**config.mk**
```make
export PLATFORM = sky130hd
export DESIGN_NAME = icache_refill_axi
export DESIGN_NICKNAME = d
export VERILOG_FILES = /design/src/rtl/icache_axi_pkg.sv /design/src/rtl/refill_line_buf.sv /design/src/rtl/icache_refill_axi.sv
export SDC_FILE = /design/constraint.sdc
export NUM_CORES = 1
export LEC_CHECK = 0
export CAP_MARGIN = 15
export CORE_MARGIN = 2
export CORE_UTILIZATION = 38
export CTS_CLUSTER_DIAMETER = 50
export CTS_CLUSTER_SIZE = 14
export DETAILED_ROUTE_END_ITERATION = 10
export PLACE_DENSITY = 0.76
export SETUP_SLACK_MARGIN = 0.15
export SYNTH_ARGS = -nofsm -noshare
export SYNTH_HDL_FRONTEND = slang
export SYNTH_SLANG_ARGS = --single-unit
export TNS_END_PERCENT = 30
```
**constraint.sdc**
```tcl
create_clock -name S_AXI_ACLK -period 2.7 [get_ports S_AXI_ACLK]
set_input_delay 0.27 -clock S_AXI_ACLK [delete_from_list [all_inputs] [get_ports S_AXI_ACLK]]
set_output_delay 0.27 -clock S_AXI_ACLK [all_outputs]
set_load 0.03 [all_outputs]
```
**src/rtl/icache_axi_pkg.sv**
```systemverilog
// Shared AXI encodings, refill FSM states and elaboration helpers for the
// instruction-cache refill master.
package icache_axi_pkg;

  localparam logic [1:0] AXI_BURST_FIXED = 2'b00;
  localparam logic [1:0] AXI_BURST_INCR  = 2'b01;
  localparam logic [1:0] AXI_BURST_WRAP  = 2'b10;

  localparam logic [1:0] AXI_RESP_OKAY   = 2'b00;

  localparam logic [2:0] AXI_SIZE_4B     = 3'd2;

  typedef enum logic [1:0] {
    RF_IDLE = 2'd0,
    RF_ADDR = 2'd1,
    RF_DATA = 2'd2,
    RF_DONE = 2'd3
  } refill_state_e;

  // Ceiling log2, usable in constant expressions; clog2(1) is 0.
  function automatic int clog2(input int value);
    int result;
    result = 0;
    for (int i = 0; i < 31; i++) begin
      if ((1 << i) < value) result = i + 1;
    end
    return result;
  endfunction

endpackage

```
**src/rtl/refill_line_buf.sv**
```systemverilog
// Cache-line assembly buffer: one indexed word write per cycle, whole line
// visible on a flat port, cleared by the shared synchronous reset.
module refill_line_buf
  import icache_axi_pkg::*;
#(
  parameter int LINE_WORDS = 4,
  parameter int DATA_WIDTH = 32,
  localparam int IDX_W     = clog2(LINE_WORDS)
) (
  input  logic                             clk_i,
  input  logic                             rst_i,
  input  logic                             we_i,
  input  logic [IDX_W-1:0]                 widx_i,
  input  logic [DATA_WIDTH-1:0]            wdata_i,
  output logic [LINE_WORDS*DATA_WIDTH-1:0] line_o
);

  logic [DATA_WIDTH-1:0] words_q [LINE_WORDS];

  always_ff @(posedge clk_i) begin
    if (rst_i) begin
      for (int i = 0; i < LINE_WORDS; i++) words_q[i] <= '0;
    end else if (we_i) begin
      words_q[widx_i] <= wdata_i;
    end
  end

  for (genvar g = 0; g < LINE_WORDS; g++) begin : g_flat
    assign line_o[g*DATA_WIDTH +: DATA_WIDTH] = words_q[g];
  end

endmodule

```
**src/rtl/icache_refill_axi.sv**
```systemverilog
// AXI4 read master turning I-cache misses into single line-sized bursts.
// Define ICACHE_REFILL_CWF_EN for critical-word-first WRAP bursts.
module icache_refill_axi
  import icache_axi_pkg::*;
#(
  parameter int ADDR_WIDTH = 32,
  parameter int DATA_WIDTH = 32,
  parameter int LINE_WORDS = 4
) (
  input  logic                             S_AXI_ACLK,
  input  logic                             rst,
  input  logic                             miss_valid,
  output logic                             miss_ready,
  input  logic [ADDR_WIDTH-1:0]            miss_addr,
  output logic                             refill_valid,
  output logic [LINE_WORDS*DATA_WIDTH-1:0] refill_data,
  output logic                             refill_err,
  output logic                             crit_valid,
  output logic [DATA_WIDTH-1:0]            crit_data,
  output logic [ADDR_WIDTH-1:0]            M_AXI_ARADDR,
  output logic [7:0]                       M_AXI_ARLEN,
  output logic [2:0]                       M_AXI_ARSIZE,
  output logic [1:0]                       M_AXI_ARBURST,
  output logic                             M_AXI_ARVALID,
  input  logic                             M_AXI_ARREADY,
  input  logic [DATA_WIDTH-1:0]            M_AXI_RDATA,
  input  logic [1:0]                       M_AXI_RRESP,
  input  logic                             M_AXI_RLAST,
  input  logic                             M_AXI_RVALID,
  output logic                             M_AXI_RREADY
);

  localparam int IDX_W = clog2(LINE_WORDS);
  localparam int OFF   = IDX_W + 2;
  localparam int CNT_W = IDX_W + 1;

  refill_state_e           state_q, state_d;
  logic [ADDR_WIDTH-1:0]   addr_q, addr_d;
  logic [CNT_W-1:0]        beat_cnt_q, beat_cnt_d;
  logic                    err_q, err_d;

  logic                    r_hs;
  logic                    last_beat;
  logic [IDX_W-1:0]        start_word;
  logic [IDX_W-1:0]        widx;

  assign miss_ready    = (state_q == RF_IDLE) && !rst;
  assign M_AXI_ARVALID = (state_q == RF_ADDR);
  assign M_AXI_RREADY  = (state_q == RF_DATA);
  assign M_AXI_ARLEN   = 8'(LINE_WORDS - 1);
  assign M_AXI_ARSIZE  = AXI_SIZE_4B;
  assign refill_valid  = (state_q == RF_DONE);
  assign refill_err    = refill_valid && err_q;

  assign r_hs      = M_AXI_RVALID && M_AXI_RREADY;
  assign last_beat = (beat_cnt_q == CNT_W'(LINE_WORDS - 1));

`ifdef ICACHE_REFILL_CWF_EN
  // The slave wraps from the missing word, so beat k lands at start_word + k.
  assign M_AXI_ARADDR  = addr_q & {{(ADDR_WIDTH-2){1'b1}}, 2'b00};
  assign M_AXI_ARBURST = AXI_BURST_WRAP;
  assign start_word    = addr_q[OFF-1:2];
  assign crit_valid    = r_hs && (beat_cnt_q == '0);
  assign crit_data     = crit_valid ? M_AXI_RDATA : '0;
`else
  assign M_AXI_ARADDR  = addr_q & {{(ADDR_WIDTH-OFF){1'b1}}, {OFF{1'b0}}};
  assign M_AXI_ARBURST = AXI_BURST_INCR;
  assign start_word    = '0;
  assign crit_valid    = 1'b0;
  assign crit_data     = '0;
`endif

  assign widx = start_word + beat_cnt_q[IDX_W-1:0];

  // A misplaced RLAST (early or missing) poisons the line but always ends the burst.
  always_comb begin
    state_d    = state_q;
    addr_d     = addr_q;
    beat_cnt_d = beat_cnt_q;
    err_d      = err_q;
    case (state_q)
      RF_IDLE: begin
        if (miss_valid && miss_ready) begin
          addr_d     = miss_addr;
          beat_cnt_d = '0;
          err_d      = 1'b0;
          state_d    = RF_ADDR;
        end
      end
      RF_ADDR: begin
        if (M_AXI_ARREADY) state_d = RF_DATA;
      end
      RF_DATA: begin
        if (r_hs) begin
          beat_cnt_d = beat_cnt_q + CNT_W'(1);
          if (M_AXI_RRESP != AXI_RESP_OKAY) err_d = 1'b1;
          if (last_beat) begin
            if (!M_AXI_RLAST) err_d = 1'b1;
            state_d = RF_DONE;
          end else if (M_AXI_RLAST) begin
            err_d   = 1'b1;
            state_d = RF_DONE;
          end
        end
      end
      RF_DONE: state_d = RF_IDLE;
      default: state_d = RF_IDLE;
    endcase
  end

  always_ff @(posedge S_AXI_ACLK) begin
    if (rst) begin
      state_q    <= RF_IDLE;
      addr_q     <= '0;
      beat_cnt_q <= '0;
      err_q      <= 1'b0;
    end else begin
      state_q    <= state_d;
      addr_q     <= addr_d;
      beat_cnt_q <= beat_cnt_d;
      err_q      <= err_d;
    end
  end

  refill_line_buf #(
    .LINE_WORDS (LINE_WORDS),
    .DATA_WIDTH (DATA_WIDTH)
  ) u_line_buf (
    .clk_i   (S_AXI_ACLK),
    .rst_i   (rst),
    .we_i    (r_hs),
    .widx_i  (widx),
    .wdata_i (M_AXI_RDATA),
    .line_o  (refill_data)
  );

endmodule
```
==> results of run 1 <==
worst min-delay path, delay by kind of cell:
kind                   cells  cell delay, ps
AND/OR/NAND/NOR            2              90
buffers and inverters      1             390
per-stage QoR:
step	cells	util (%)	hold slack, ps	setup WS (ps)	total power (uW)
finish	973	56.1	371	409	6880
global route	973	56.1	366	224	7180
CTS	972	56.0	356	328	6930
detailed placement	940	52.6	463	298	4590
global placement	940	52.6	459	356	4570
floorplan	548	-	369	291	3980
worst max-delay path by stage:
stage / start / end / depth (start not counted)
global placement: M_AXI_RVALID / u_line_buf.words_q[3][9] / 5
global route: state_q[0] / u_line_buf.words_q[3][23] / 6
CTS: state_q[0] / u_line_buf.words_q[3][23] / 6
finish: state_q[0] / u_line_buf.words_q[3][23] / 6
detailed placement: M_AXI_RVALID / u_line_buf.words_q[3][10] / 5
floorplan: state_q[0] / u_line_buf.words_q[1][0] / 6
sequential cells by signal, indices dropped and copies added, names as in the netlist:
register,cells
err_q,1
u_line_buf.words_q,128
addr_q,28
state_q,2
beat_cnt_q,3
layout make-up:
class,instances,area share [%]
inverter,5,0.195
timing repair buffer,239,25.3
sequential,162,46.9
tap,225,2.92
clock inverter,15,1.67
clock buffer,17,4.41
multi-input combinational,310,18.6
where the power goes:
part	switching, uW	internal [uW]
registers	96.1	2910
clock network	1110	1240
logic	936	596
per-layer routing:
metal | up-vias | track usage [%] | wire length (um)
met1 | 2039 | 20.4 | 6250
met2 | 234 | 30.6 | 7930
met3 | 15 | 6.41 | 1600
met5 | - | 0 | 0
met4 | 0 | 5.56 | 202
li1 | 2052 | - | -
synthesized netlist by cell type (2+ instances only):
cell type / number
sky130_fd_sc_hd__conb_1: 2
sky130_fd_sc_hd__buf_2: 6
sky130_fd_sc_hd__dfxtp_1: 34
sky130_fd_sc_hd__buf_6: 3
sky130_fd_sc_hd__buf_4: 50
sky130_fd_sc_hd__ha_1: 6
sky130_fd_sc_hd__a21oi_1: 2
sky130_fd_sc_hd__clkbuf_2: 3
sky130_fd_sc_hd__clkbuf_1: 9
sky130_fd_sc_hd__nand2_1: 57
sky130_fd_sc_hd__edfxtp_1: 128
sky130_fd_sc_hd__nand2b_1: 4
sky130_fd_sc_hd__nand3b_1: 29
sky130_fd_sc_hd__nor2_1: 9
sky130_fd_sc_hd__nor2_2: 2
sky130_fd_sc_hd__or2_2: 3
sky130_fd_sc_hd__inv_1: 5
sky130_fd_sc_hd__and2_1: 131
sky130_fd_sc_hd__mux2i_1: 5
cells by family (layout without fill, tap and decap cells):
family	Yosys count	after routing	share of synthesized area (%)
and+or+nand+nor	240	240	21.0
DFF	162	162	68.3
buffers and inverters	76	276	7.65
AOI/OAI and AO/OA	9	9	1.00
adders and majority gates	6	6	1.13
muxes	5	5	0.756
other	2	50	0.113
cell usage in the layout, fill, tap and decap left out, types with 2 or more instances in the layout:
| cell | netlist | layout |
|---|---|---|
| sky130_fd_sc_hd__nand2b_1 | 4 | 4 |
| sky130_fd_sc_hd__ha_1 | 6 | 6 |
| sky130_fd_sc_hd__inv_8 | 0 | 5 |
| sky130_fd_sc_hd__or2_2 | 3 | 3 |
| sky130_fd_sc_hd__conb_1 | 2 | 50 |
| sky130_fd_sc_hd__and2_1 | 131 | 131 |
| sky130_fd_sc_hd__clkinv_8 | 0 | 3 |
| sky130_fd_sc_hd__edfxtp_1 | 128 | 128 |
| sky130_fd_sc_hd__nor2_1 | 9 | 8 |
| sky130_fd_sc_hd__clkbuf_16 | 0 | 17 |
| sky130_fd_sc_hd__dfxtp_1 | 34 | 34 |
| sky130_fd_sc_hd__buf_4 | 50 | 5 |
| sky130_fd_sc_hd__clkinv_4 | 0 | 3 |
| sky130_fd_sc_hd__clkdlybuf4s50_1 | 0 | 228 |
| sky130_fd_sc_hd__buf_12 | 0 | 5 |
| sky130_fd_sc_hd__nand2_1 | 57 | 57 |
| sky130_fd_sc_hd__inv_6 | 0 | 3 |
| sky130_fd_sc_hd__a21oi_1 | 2 | 2 |
| sky130_fd_sc_hd__inv_1 | 5 | 5 |
| sky130_fd_sc_hd__nand3b_1 | 29 | 29 |
| sky130_fd_sc_hd__nor2_2 | 2 | 3 |
| sky130_fd_sc_hd__mux2i_1 | 5 | 5 |
==> report_table.html, run 1 <==
<table>
<tr><th>Metric</th><th>Value</th></tr>
<tr><th colspan="2">Final layout</th></tr>
<tr><td>Post-Layout Inst Area</td><td>0.00964 sq mm</td></tr>
<tr><td>Fin nets</td><td>between 800 and 900</td></tr>
<tr><td>N_diodes</td><td>0</td></tr>
<tr><td>Area of the multi-input gates</td><td>~0.0018 sq mm</td></tr>
<tr><td>Share of post-route cells with drive strength above 1</td><td>7.35%</td></tr>
<tr><td>Area taken by flip-flops and latches</td><td>0.00452 sq mm</td></tr>
<tr><td>Layout Area Growth over Synthesis</td><td>45.6%</td></tr>
<tr><td>Fillcell total</td><td>approximately 1500</td></tr>
<tr><th colspan="2">Logic synthesis</th></tr>
<tr><td>Mapped Cells</td><td>500</td></tr>
<tr><td>Share of async-settable or async-resettable flops after synthesis</td><td>0%</td></tr>
<tr><td>Register bit count reported by yosys</td><td>162</td></tr>
<tr><td>Leading register cell type out of synthesis</td><td>sky130_fd_sc_hd__edfxtp_1</td></tr>
<tr><td>Number of synthesized flops with an enable pin</td><td>approximately 130</td></tr>
<tr><td>Area fraction of the dominant cell type after synthesis</td><td>between 50% and 60%</td></tr>
<tr><td>Sequential-to-total area share from yosys stat</td><td>68.3%</td></tr>
<tr><td>Top area cells in the synthesized netlist</td><td>sky130_fd_sc_hd__edfxtp_1 (58%), sky130_fd_sc_hd__and2_1 (12%), sky130_fd_sc_hd__dfxtp_1 (10%)</td></tr>
<tr><td>Post-synthesis cell type with the largest combined area</td><td>sky130_fd_sc_hd__edfxtp_1</td></tr>
<tr><td>Mean cell area of the mapped netlist</td><td>13.2 sq um</td></tr>
<tr><td>Cell area after synthesis</td><td>between 0.006 and 0.007 sq mm</td></tr>
<tr><td>Count of distinct cell types in the synthesized netlist</td><td>31</td></tr>
<tr><td>Yosys warning count</td><td>0</td></tr>
<tr><th colspan="2">GRT</th></tr>
<tr><td>Pin count of the biggest net entering global routing</td><td>35</td></tr>
<tr><td>First-pass GRT wire length</td><td>~24000 um</td></tr>
<tr><td>Number of antenna violations at the first check in global routing</td><td>0</td></tr>
<tr><td>Final global-route overflow total</td><td>0</td></tr>
<tr><td>Number of global-route vias before repair</td><td>4169</td></tr>
<tr><td>Total GRT Usage</td><td>between 15 and 20%</td></tr>
<tr><th colspan="2">Critical path</th></tr>
<tr><td>Worst setup SP type</td><td>register</td></tr>
<tr><td>Crit path buf inv count</td><td>2</td></tr>
<tr><td>Slowest Stage Delay on Critical Path</td><td>roughly 830 ps</td></tr>
<tr><td>CP top delay family</td><td>simple AND/OR/NAND/NOR gates</td></tr>
<tr><td>Data required time of the worst path</td><td>~3000 ps</td></tr>
<tr><td>Reg2Reg Capture Point</td><td>u_line_buf.words_q[3][23]</td></tr>
<tr><td>Cell type of the slowest stage on the worst timing path</td><td>sky130_fd_sc_hd__nor2_2</td></tr>
<tr><td>Largest driver fanout on the critical path</td><td>25</td></tr>
<tr><td>Register-to-register setup slack</td><td>410 ps</td></tr>
<tr><td>Type of the setup path with the least slack</td><td>register to register</td></tr>
<tr><td>Cells along the critical path</td><td>inv_1, ha_1, nand2_2, nor2_2, buf_4, and2_1</td></tr>
<tr><td>FF-to-FF Start</td><td>state_q[0]</td></tr>
<tr><td>Data arrival time of the worst path</td><td>between 2000 and 3000 ps</td></tr>
<tr><td>CP endpoint kind</td><td>register</td></tr>
<tr><td>Cell count of the worst reg-to-reg path</td><td>6</td></tr>
<tr><th colspan="2">STA</th></tr>
<tr><td>Fmax</td><td>approximately 440 MHz</td></tr>
<tr><td>Largest clock skew in the final design</td><td>roughly 9.4 ps</td></tr>
<tr><td>Count of pins over their slew limit</td><td>0</td></tr>
<tr><td>Least-Margin Pin Slew</td><td>1070 ps</td></tr>
<tr><td>Worst slew slack as a fraction of its limit</td><td>approximately 28%</td></tr>
<tr><td>Post-layout min period</td><td>2290 ps</td></tr>
<tr><td>Ratio of final minimum period to clock period</td><td>a little over four fifths</td></tr>
<tr><td>Final setup fails</td><td>0</td></tr>
<tr><td>Final total negative setup slack</td><td>0 ps</td></tr>
<tr><td>Setup repair after global routing missed its margin</td><td>false</td></tr>
<tr><td>Final Hold Vio Count</td><td>0</td></tr>
<tr><th colspan="2">Floorplanning</th></tr>
<tr><td>Count of pins on the block boundary</td><td>approximately 280</td></tr>
<tr><td>Height of the chip</td><td>around 140 um</td></tr>
<tr><td>Std-Cell Rows</td><td>between 40 and 50</td></tr>
<tr><td>Die outline width</td><td>approximately 140 um</td></tr>
<tr><td>Die Outline Area</td><td>0.0185 sq mm</td></tr>
<tr><td>Core Region</td><td>approximately 0.017 sq mm</td></tr>
<tr><td>Initial cell density of the core</td><td>between 30% and 40%</td></tr>
<tr><th colspan="2">Hold path</th></tr>
<tr><td>Hold path depth</td><td>3</td></tr>
<tr><td>Endpoint of the worst hold-timing path</td><td>addr_q[6]</td></tr>
<tr><td>Class of the tightest hold or removal check</td><td>primary input to register</td></tr>
<tr><td>Hold wc startpoint</td><td>miss_addr[6]</td></tr>
<tr><th colspan="2">CTS</th></tr>
<tr><td>CTS sink count</td><td>162</td></tr>
<tr><td>Resize count post-CTS</td><td>0</td></tr>
<tr><td>Library cell used as clock root buffer</td><td>sky130_fd_sc_hd__clkbuf_16</td></tr>
<tr><td>Clock insertion delay at the later pin of the skew report</td><td>420 ps</td></tr>
<tr><td>Maximum level of the CTS H-tree</td><td>4</td></tr>
<tr><td>Maximum buffer depth of the clock tree</td><td>2</td></tr>
<tr><td>Clock tree from TritonCTS</td><td>yes</td></tr>
<tr><td>Setup Buffers After CTS</td><td>0</td></tr>
<tr><td>CTS Buf Count</td><td>17</td></tr>
<tr><td>Clock edge transition at the registers on the reported setup and hold paths</td><td>~70 ps</td></tr>
<tr><td>Hold_buf cts</td><td>0</td></tr>
<tr><th colspan="2">Routing</th></tr>
<tr><td>Routed length per placed instance</td><td>~16 um</td></tr>
<tr><td>Iteration-0 DRC Markers</td><td>roughly 220</td></tr>
<tr><td>Total vias in the final route</td><td>about 4300</td></tr>
<tr><td>Vias per std cell</td><td>around 4.5</td></tr>
<tr><td>Routed Antenna Nets</td><td>0</td></tr>
<tr><td>Routed wire length</td><td>16000 um</td></tr>
<tr><td>DRC</td><td>0</td></tr>
<tr><td>Detailed-router iteration count before antenna repair</td><td>4</td></tr>
<tr><th colspan="2">Placement</th></tr>
<tr><td>Placer Congestion</td><td>0.733</td></tr>
<tr><td>DPL Wire Length</td><td>~11000 um</td></tr>
<tr><td>Placed cell area</td><td>about 0.0090 sq mm</td></tr>
<tr><td>Count of input and output buffers</td><td>about 230</td></tr>
<tr><th colspan="2">Power and ir drop</th></tr>
<tr><td>Leakage component of the power</td><td>around 0.0038 uW</td></tr>
<tr><td>PD cells</td><td>between 700 and 800 mW/mm^2</td></tr>
<tr><td>Peak ir drop on the vdd network</td><td>between 400 and 500 uV</td></tr>
<tr><th colspan="2">Outcome</th></tr>
<tr><td>Status</td><td>finished clean</td></tr>
<tr><th colspan="2">Run</th></tr>
<tr><td>Maximum Capacitance Violations</td><td>0</td></tr>
</table>
Note: power is estimated with default switching activity, not from simulation.
==> run 2: changes to the inputs <==
--- a/config.mk
+++ b/config.mk
@@ -7,7 +7,7 @@
 export LEC_CHECK = 0
 export CAP_MARGIN = 15
 export CORE_MARGIN = 2
-export CORE_UTILIZATION = 38
+export CORE_UTILIZATION = 40
 export CTS_CLUSTER_DIAMETER = 50
 export CTS_CLUSTER_SIZE = 14
 export DETAILED_ROUTE_END_ITERATION = 10
==> constraint.sdc (replaced) <==
create_clock -name S_AXI_ACLK -period 2.2 [get_ports S_AXI_ACLK]
set_input_delay 0.22 -clock S_AXI_ACLK [delete_from_list [all_inputs] [get_ports S_AXI_ACLK]]
set_output_delay 0.22 -clock S_AXI_ACLK [all_outputs]
set_load 0.03 [all_outputs]
==> report_table.html, run 2 (synthesized netlist as in run 1, its figures left out) <==
<table>
<tr><th>Metric</th><th>Value</th></tr>
<tr><th colspan="2">STA</th></tr>
<tr><td>Setup repair after global routing missed its margin</td><td>true</td></tr>
<tr><td>Post-layout min period</td><td>around 2000 ps</td></tr>
<tr><td>Count of pins over their slew limit</td><td>0</td></tr>
<tr><td>Ratio of final minimum period to clock period</td><td>90.8%</td></tr>
<tr><td>Worst slew slack as a fraction of its limit</td><td>64.1%</td></tr>
<tr><td>Final total negative setup slack</td><td>0 ps</td></tr>
<tr><td>Least-Margin Pin Slew</td><td>between 500 and 600 ps</td></tr>
<tr><td>Final setup fails</td><td>0</td></tr>
<tr><td>Fmax</td><td>500 MHz</td></tr>
<tr><td>Largest clock skew in the final design</td><td>roughly 9.3 ps</td></tr>
<tr><td>Final worst setup slack</td><td>slightly above 200 ps</td></tr>
<tr><td>Final Hold Vio Count</td><td>0</td></tr>
<tr><th colspan="2">Routing</th></tr>
<tr><td>Detailed-router iteration count before antenna repair</td><td>4</td></tr>
<tr><td>Vias per std cell</td><td>approximately 4.5</td></tr>
<tr><td>Routed Antenna Nets</td><td>0</td></tr>
<tr><td>Total vias in the final route</td><td>4423</td></tr>
<tr><td>DRC</td><td>0</td></tr>
<tr><td>Routed length per placed instance</td><td>between 15 and 20 um</td></tr>
<tr><td>Routed wire length</td><td>approximately 16000 um</td></tr>
<tr><td>Iteration-0 DRC Markers</td><td>roughly 190</td></tr>
<tr><th colspan="2">GRT</th></tr>
<tr><td>Number of global-route vias before repair</td><td>~4500</td></tr>
<tr><td>Met3 routing resource usage after global routing</td><td>around 5.3%</td></tr>
<tr><td>Final global-route overflow total</td><td>0</td></tr>
<tr><td>Global routing usage on met1</td><td>20.3%</td></tr>
<tr><td>Pin count of the biggest net entering global routing</td><td>33</td></tr>
<tr><td>Total GRT Usage</td><td>approximately 18%</td></tr>
<tr><td>Layer with the highest usage after global routing</td><td>met2</td></tr>
<tr><td>First-pass GRT wire length</td><td>~24000 um</td></tr>
<tr><td>Global routing met2 resource utilization</td><td>between 30% and 40%</td></tr>
<tr><td>Number of antenna violations at the first check in global routing</td><td>0</td></tr>
<tr><th colspan="2">Critical path</th></tr>
<tr><td>Cell type of the slowest stage on the worst timing path</td><td>sky130_fd_sc_hd__clkdlybuf4s50_1</td></tr>
<tr><td>Slowest Stage Delay on Critical Path</td><td>680 ps</td></tr>
<tr><td>Crit path buf inv count</td><td>2</td></tr>
<tr><td>CP endpoint kind</td><td>primary output</td></tr>
<tr><td>Data arrival time of the worst path</td><td>roughly 1800 ps</td></tr>
<tr><td>CP top delay family</td><td>buffers and inverters</td></tr>
<tr><td>Crit path launch</td><td>state_q[0]</td></tr>
<tr><td>Cells along the critical path</td><td>inv_1, ha_4, clkdlybuf4s50_1</td></tr>
<tr><td>Worst setup SP type</td><td>register</td></tr>
<tr><td>Largest driver fanout on the critical path</td><td>7</td></tr>
<tr><td>Type of the setup path with the least slack</td><td>register to primary output</td></tr>
<tr><td>Data required time of the worst path</td><td>~2000 ps</td></tr>
<tr><td>FF-to-FF Start</td><td>state_q[0]</td></tr>
<tr><th colspan="2">CTS</th></tr>
<tr><td>CTS Buf Count</td><td>17</td></tr>
<tr><td>Library cell used as clock root buffer</td><td>sky130_fd_sc_hd__clkbuf_16</td></tr>
<tr><td>Resize count post-CTS</td><td>1</td></tr>
<tr><td>Maximum level of the CTS H-tree</td><td>4</td></tr>
<tr><td>Clock edge transition at the registers on the reported setup and hold paths</td><td>70 ps</td></tr>
<tr><td>Clock tree from TritonCTS</td><td>yes</td></tr>
<tr><td>Hold_buf cts</td><td>0</td></tr>
<tr><td>Setup Buffers After CTS</td><td>0</td></tr>
<tr><td>Maximum buffer depth of the clock tree</td><td>2</td></tr>
<tr><td>Clock insertion delay at the later pin of the skew report</td><td>between 400 and 500 ps</td></tr>
<tr><td>CTS sink count</td><td>approximately 160</td></tr>
<tr><th colspan="2">Placement</th></tr>
<tr><td>Count of input and output buffers</td><td>228</td></tr>
<tr><td>Setup WS pre-CTS</td><td>approximately 55 ps</td></tr>
<tr><td>DPL Wire Length</td><td>11400 um</td></tr>
<tr><td>Placer Congestion</td><td>0.767</td></tr>
<tr><th colspan="2">Power and ir drop</th></tr>
<tr><td>Leakage component of the power</td><td>0.00379 uW</td></tr>
<tr><td>PD cells</td><td>roughly 870 mW/mm^2</td></tr>
<tr><td>Peak ir drop on the vdd network</td><td>about 450 uV</td></tr>
<tr><th colspan="2">Final layout</th></tr>
<tr><td>Share of post-route cells with drive strength above 1</td><td>around 8.4%</td></tr>
<tr><td>Fillcell total</td><td>~1300</td></tr>
<tr><td>Area taken by flip-flops and latches</td><td>around 0.0045 sq mm</td></tr>
<tr><td>Area of the multi-input gates</td><td>about 0.0018 sq mm</td></tr>
<tr><td>Number of flip-flops in the largest register</td><td>roughly 130</td></tr>
<tr><td>N_diodes</td><td>0</td></tr>
<tr><td>Most flop-heavy register</td><td>u_line_buf.words_q</td></tr>
<tr><td>Regs by FF count</td><td>u_line_buf.words_q (128), addr_q (28), beat_cnt_q (3)</td></tr>
<tr><td>Fin nets</td><td>between 800 and 900</td></tr>
<tr><td>Layout Area Growth over Synthesis</td><td>45.9%</td></tr>
<tr><td>Most common cell after layout, fill and taps aside</td><td>sky130_fd_sc_hd__clkdlybuf4s50_1</td></tr>
<tr><td>Most frequent cells in the layout</td><td>sky130_fd_sc_hd__clkdlybuf4s50_1 (226), sky130_fd_sc_hd__and2_1 (131), sky130_fd_sc_hd__edfxtp_1 (128), sky130_fd_sc_hd__nand2_1 (57), sky130_fd_sc_hd__conb_1 (50)</td></tr>
<tr><th colspan="2">Floorplanning</th></tr>
<tr><td>Std-Cell Rows</td><td>between 40 and 50</td></tr>
<tr><td>Core Region</td><td>approximately 0.016 sq mm</td></tr>
<tr><td>Die outline width</td><td>between 100 and 150 um</td></tr>
<tr><td>Height of the chip</td><td>between 100 and 150 um</td></tr>
<tr><td>Die Outline Area</td><td>roughly 0.018 sq mm</td></tr>
<tr><td>Count of pins on the block boundary</td><td>283</td></tr>
<tr><td>Initial cell density of the core</td><td>slightly above 40%</td></tr>
<tr><th colspan="2">Hold path</th></tr>
<tr><td>Class of the tightest hold or removal check</td><td>primary input to register</td></tr>
<tr><td>Hold wc startpoint</td><td>miss_addr[30]</td></tr>
<tr><th colspan="2">Run</th></tr>
<tr><td>Maximum Capacitance Violations</td><td>0</td></tr>
<tr><th colspan="2">Outcome</th></tr>
<tr><td>Status</td><td>finished clean</td></tr>
</table>
-- run 2: cell types whose count changed in the layout (fill, tap and decap cells not counted), sizes merged --
cell | previous run | this run
clkdlybuf4s50 | 228 | 226
inv | 13 | 14
dlygate4sd2 | 0 | 1
clkinv | 7 | 3
clkinvlp | 0 | 3
buf | 11 | 17
-- run 2: per-stage QoR --
stage	area, sq um	cells	utilization (%)	total power [uW]	hold slack, ps
6_report	9660	973	58.9	8410	326
5_1_grt	9660	973	58.9	8750	312
4_1_cts	9660	973	58.9	8490	306
3_5_place_dp	9090	941	55.4	5670	465
3_3_place_gp	9090	941	55.4	5620	461
2_1_floorplan	6820	548	-	4910	319
-- run 2: final cells by class --
type | instances | area share, %
inverter | 5 | 0.194
tap | 220 | 2.85
clock inverter | 15 | 1.46
multi-input combinational | 310 | 18.8
timing repair buffer | 244 | 25.5
sequential | 162 | 46.8
clock buffer | 17 | 4.40
-- run 2: layer usage --
metal | part of all wire [%] | wire (um) | vias up
met3 | 8.3 | 1310 | 23
met1 | 39 | 6100 | 2084
li1 | - | - | 2063
met5 | 0 | 0 | -
met2 | 51 | 8090 | 253
met4 | 1.8 | 289 | 0
-- run 2: worst paths after layout --
check	to	slack [ps]	cells after the start
setup / recovery	M_AXI_RREADY	200	3
hold reg to reg	addr_q[25]	480	2
hold / removal	addr_q[30]	330	3
setup reg to reg	u_line_buf.words_q[1][6]	250	7
-- run 2: where the power goes --
part / total (uW) / leakage (uW) / switching [uW] / internal [uW]
Combinational: 1890 / 0.00192 / 1150 / 747
Sequential: 3700 / 0.00160 / 132 / 3570
Clock: 2820 / 0.000272 / 1320 / 1500
-- run 2: worst min-delay path, stage by stage --
cell and delay (ps):
sky130_fd_sc_hd__clkdlybuf4s50_1 400, sky130_fd_sc_hd__nand2_1 50, sky130_fd_sc_hd__nand2_1 40
==> run 3: changes to the inputs <==
--- a/config.mk
+++ b/config.mk
@@ -16,4 +16,4 @@
 export SYNTH_ARGS = -nofsm -noshare
 export SYNTH_HDL_FRONTEND = slang
 export SYNTH_SLANG_ARGS = --single-unit
-export TNS_END_PERCENT = 30
+export TNS_END_PERCENT = 10
==> report_table.html, run 3 (synthesized netlist as in run 1, its figures left out) <==
<table>
<tr><th>Metric</th><th>Value</th></tr>
<tr><th colspan="2">Floorplanning</th></tr>
<tr><td>Count of pins on the block boundary</td><td>around 280</td></tr>
<tr><td>Std-Cell Rows</td><td>47</td></tr>
<tr><td>Die Outline Area</td><td>0.0176 sq mm</td></tr>
<tr><td>Initial cell density of the core</td><td>between 40% and 50%</td></tr>
<tr><td>Height of the chip</td><td>approximately 130 um</td></tr>
<tr><td>Die outline width</td><td>between 100 and 150 um</td></tr>
<tr><td>Core Region</td><td>around 0.016 sq mm</td></tr>
<tr><th colspan="2">Critical path</th></tr>
<tr><td>Crit path launch</td><td>state_q[0]</td></tr>
<tr><td>CP endpoint kind</td><td>register</td></tr>
<tr><td>Cell type of the slowest stage on the worst timing path</td><td>sky130_fd_sc_hd__dfxtp_1</td></tr>
<tr><td>CP top delay family</td><td>simple AND/OR/NAND/NOR gates</td></tr>
<tr><td>Slowest Stage Delay on Critical Path</td><td>around 330 ps</td></tr>
<tr><td>Crit path buf inv count</td><td>2</td></tr>
<tr><td>FF-to-FF Start</td><td>state_q[0]</td></tr>
<tr><td>Data required time of the worst path</td><td>between 2000 and 2500 ps</td></tr>
<tr><td>Largest driver fanout on the critical path</td><td>32</td></tr>
<tr><td>Type of the setup path with the least slack</td><td>register to register</td></tr>
<tr><td>Worst setup SP type</td><td>register</td></tr>
<tr><td>Most numerous cell on the critical path</td><td>sky130_fd_sc_hd__or2_4</td></tr>
<tr><td>Cells along the critical path</td><td>inv_1, ha_1, nand2_2, or2_4, nor3b_4, or2_4, buf_12</td></tr>
<tr><td>Data arrival time of the worst path</td><td>~2000 ps</td></tr>
<tr><th colspan="2">STA</th></tr>
<tr><td>Count of pins over their slew limit</td><td>0</td></tr>
<tr><td>Ratio of final minimum period to clock period</td><td>a little under nine tenths</td></tr>
<tr><td>Setup repair after global routing missed its margin</td><td>false</td></tr>
<tr><td>Final setup fails</td><td>0</td></tr>
<tr><td>Final Hold Vio Count</td><td>0</td></tr>
<tr><td>Least-Margin Pin Slew</td><td>between 500 and 600 ps</td></tr>
<tr><td>Final total negative setup slack</td><td>0 ps</td></tr>
<tr><td>Worst hold slack</td><td>339 ps</td></tr>
<tr><td>Worst slew slack as a fraction of its limit</td><td>63.4%</td></tr>
<tr><td>Fmax</td><td>528 MHz</td></tr>
<tr><td>Post-layout min period</td><td>around 1900 ps</td></tr>
<tr><td>Largest clock skew in the final design</td><td>between 10 and 15 ps</td></tr>
<tr><th colspan="2">Hold path</th></tr>
<tr><td>Class of the tightest hold or removal check</td><td>primary input to register</td></tr>
<tr><td>Hold wc startpoint</td><td>miss_addr[22]</td></tr>
<tr><th colspan="2">Placement</th></tr>
<tr><td>Count of input and output buffers</td><td>around 230</td></tr>
<tr><td>DPL Wire Length</td><td>roughly 11000 um</td></tr>
<tr><td>Placed cell area</td><td>~0.0091 sq mm</td></tr>
<tr><td>Placer Congestion</td><td>0.769</td></tr>
<tr><th colspan="2">CTS</th></tr>
<tr><td>Clock tree from TritonCTS</td><td>yes</td></tr>
<tr><td>Clock insertion delay at the later pin of the skew report</td><td>slightly above 400 ps</td></tr>
<tr><td>Maximum buffer depth of the clock tree</td><td>2</td></tr>
<tr><td>CTS Buf Count</td><td>17</td></tr>
<tr><td>Maximum level of the CTS H-tree</td><td>4</td></tr>
<tr><td>Setup Buffers After CTS</td><td>0</td></tr>
<tr><td>Library cell used as clock root buffer</td><td>sky130_fd_sc_hd__clkbuf_16</td></tr>
<tr><td>Hold_buf cts</td><td>0</td></tr>
<tr><td>Clock edge transition at the registers on the reported setup and hold paths</td><td>60 ps</td></tr>
<tr><td>CTS sink count</td><td>~160</td></tr>
<tr><th colspan="2">Routing</th></tr>
<tr><td>Iteration-0 DRC Markers</td><td>284</td></tr>
<tr><td>Routed Antenna Nets</td><td>0</td></tr>
<tr><td>Routed wire length</td><td>about 16000 um</td></tr>
<tr><td>Total vias in the final route</td><td>between 4000 and 5000</td></tr>
<tr><td>Routed length per placed instance</td><td>16.3 um</td></tr>
<tr><td>DRC</td><td>0</td></tr>
<tr><td>Detailed-router iteration count before antenna repair</td><td>7</td></tr>
<tr><td>Vias per std cell</td><td>~4.6</td></tr>
<tr><th colspan="2">Power and ir drop</th></tr>
<tr><td>Tot Pwr</td><td>between 8000 and 9000 uW</td></tr>
<tr><td>PD cells</td><td>~900 mW/mm^2</td></tr>
<tr><td>Peak ir drop on the vdd network</td><td>476 uV</td></tr>
<tr><td>Internal power consumption</td><td>about 6200 uW</td></tr>
<tr><td>Part of the total power dissipated in combinational logic</td><td>21.6%</td></tr>
<tr><td>Net Sw Frac</td><td>~29%</td></tr>
<tr><td>Clock power share</td><td>36.1%</td></tr>
<tr><td>Part of the total power dissipated in sequential elements</td><td>between 40 and 50%</td></tr>
<tr><td>P_sw</td><td>between 2000 and 2500 uW</td></tr>
<tr><td>Leakage component of the power</td><td>0.00385 uW</td></tr>
<tr><th colspan="2">Final layout</th></tr>
<tr><td>Fin util</td><td>59.3%</td></tr>
<tr><td>Share of post-route cells with drive strength above 1</td><td>under 10%</td></tr>
<tr><td>Area of the multi-input gates</td><td>between 0.0015 and 0.002 sq mm</td></tr>
<tr><td>N_diodes</td><td>0</td></tr>
<tr><td>Area taken by flip-flops and latches</td><td>roughly 0.0045 sq mm</td></tr>
<tr><td>Layout Area Growth over Synthesis</td><td>46.9%</td></tr>
<tr><td>Fin nets</td><td>between 800 and 900</td></tr>
<tr><td>Most common cell after layout, fill and taps aside</td><td>sky130_fd_sc_hd__clkdlybuf4s50_1</td></tr>
<tr><td>Most flop-heavy register</td><td>u_line_buf.words_q</td></tr>
<tr><td>Post-Layout Inst Area</td><td>slightly below 0.01 sq mm</td></tr>
<tr><td>Fillcell total</td><td>1274</td></tr>
<tr><td>Most frequent cells in the layout</td><td>sky130_fd_sc_hd__clkdlybuf4s50_1 (225), sky130_fd_sc_hd__and2_1 (131), sky130_fd_sc_hd__edfxtp_1 (128), sky130_fd_sc_hd__nand2_1 (57), sky130_fd_sc_hd__conb_1 (50)</td></tr>
<tr><td>Number of flip-flops in the largest register</td><td>128</td></tr>
<tr><td>Regs by FF count</td><td>u_line_buf.words_q (128), addr_q (28), beat_cnt_q (3)</td></tr>
<tr><th colspan="2">GRT</th></tr>
<tr><td>Number of global-route vias before repair</td><td>~4300</td></tr>
<tr><td>First-pass GRT wire length</td><td>around 24000 um</td></tr>
<tr><td>Number of antenna violations at the first check in global routing</td><td>0</td></tr>
<tr><td>Total GRT Usage</td><td>18.0%</td></tr>
<tr><td>Final global-route overflow total</td><td>0</td></tr>
<tr><td>Pin count of the biggest net entering global routing</td><td>35</td></tr>
<tr><th colspan="2">Outcome</th></tr>
<tr><td>Status</td><td>finished clean</td></tr>
<tr><th colspan="2">Run</th></tr>
<tr><td>Maximum Capacitance Violations</td><td>0</td></tr>
</table>
==> run 3: cell types whose count changed in the layout (fill, tap and decap cells not counted), moves of 2 or more <==
cell,change
sky130_fd_sc_hd__buf_12,+2
sky130_fd_sc_hd__buf_4,-3
sky130_fd_sc_hd__bufinv_16,+4
sky130_fd_sc_hd__clkbuf_1,+2
sky130_fd_sc_hd__inv_6,-2
sky130_fd_sc_hd__inv_8,-2
==> run 3: per-layer routing <==
metal / part of all wire [%] / GRT usage (%) / up-vias
met5: 0 / 0 / -
met4: 1.2 / 5.08 / 0
met3: 9.1 / 6.32 / 13
met2: 48 / 30.0 / 253
met1: 41 / 22.4 / 2121
li1: - / - / 2060
==> run 3: final timing paths <==
check             slack, ps  cells after the start                         to
setup / recovery        300                      7  u_line_buf.words_q[1][27]
hold / removal          340                      3                 addr_q[22]
setup reg to reg        300                      7  u_line_buf.words_q[1][27]
hold reg to reg         470                      2                 addr_q[20]
==> run 3: layout make-up <==
type                       count  area share [%]
clock buffer                  19            4.45
clock inverter                13            2.02
inverter                       5           0.193
multi-input combinational    310            18.5
sequential                   162            46.5
tap                          220            2.83
timing repair buffer         243            25.5
==> run 3: repair_timing <==
action | 4_1_cts | 5_1_grt
endpoints found under the setup margin | 1 | 1
resized for setup | 1 | 1
gates cloned | 0 | 0
==> run 3: per-stage QoR <==
stage,instances,setup slack (ps)
CTS,972,162
floorplan,548,-76.2
global placement,940,169
detailed placement,940,154
finish,972,305
global route,972,174
==> run 3: tightest hold or removal path, delay by kind of cell <==
family	cells	cell delay, ps
buffers and inverters	1	390
AND/OR/NAND/NOR	2	90
==> run 3: power groups by stage <==
stage / clock, uW / sequential, uW / combinational [uW]
6_report: 3150 / 3700 / 1880
5_1_grt: 3340 / 3730 / 2000
4_1_cts: 3200 / 3700 / 1900
3_5_place_dp: 0 / 3760 / 1890
3_3_place_gp: 0 / 3750 / 1860
2_1_floorplan: 0 / 4220 / 671
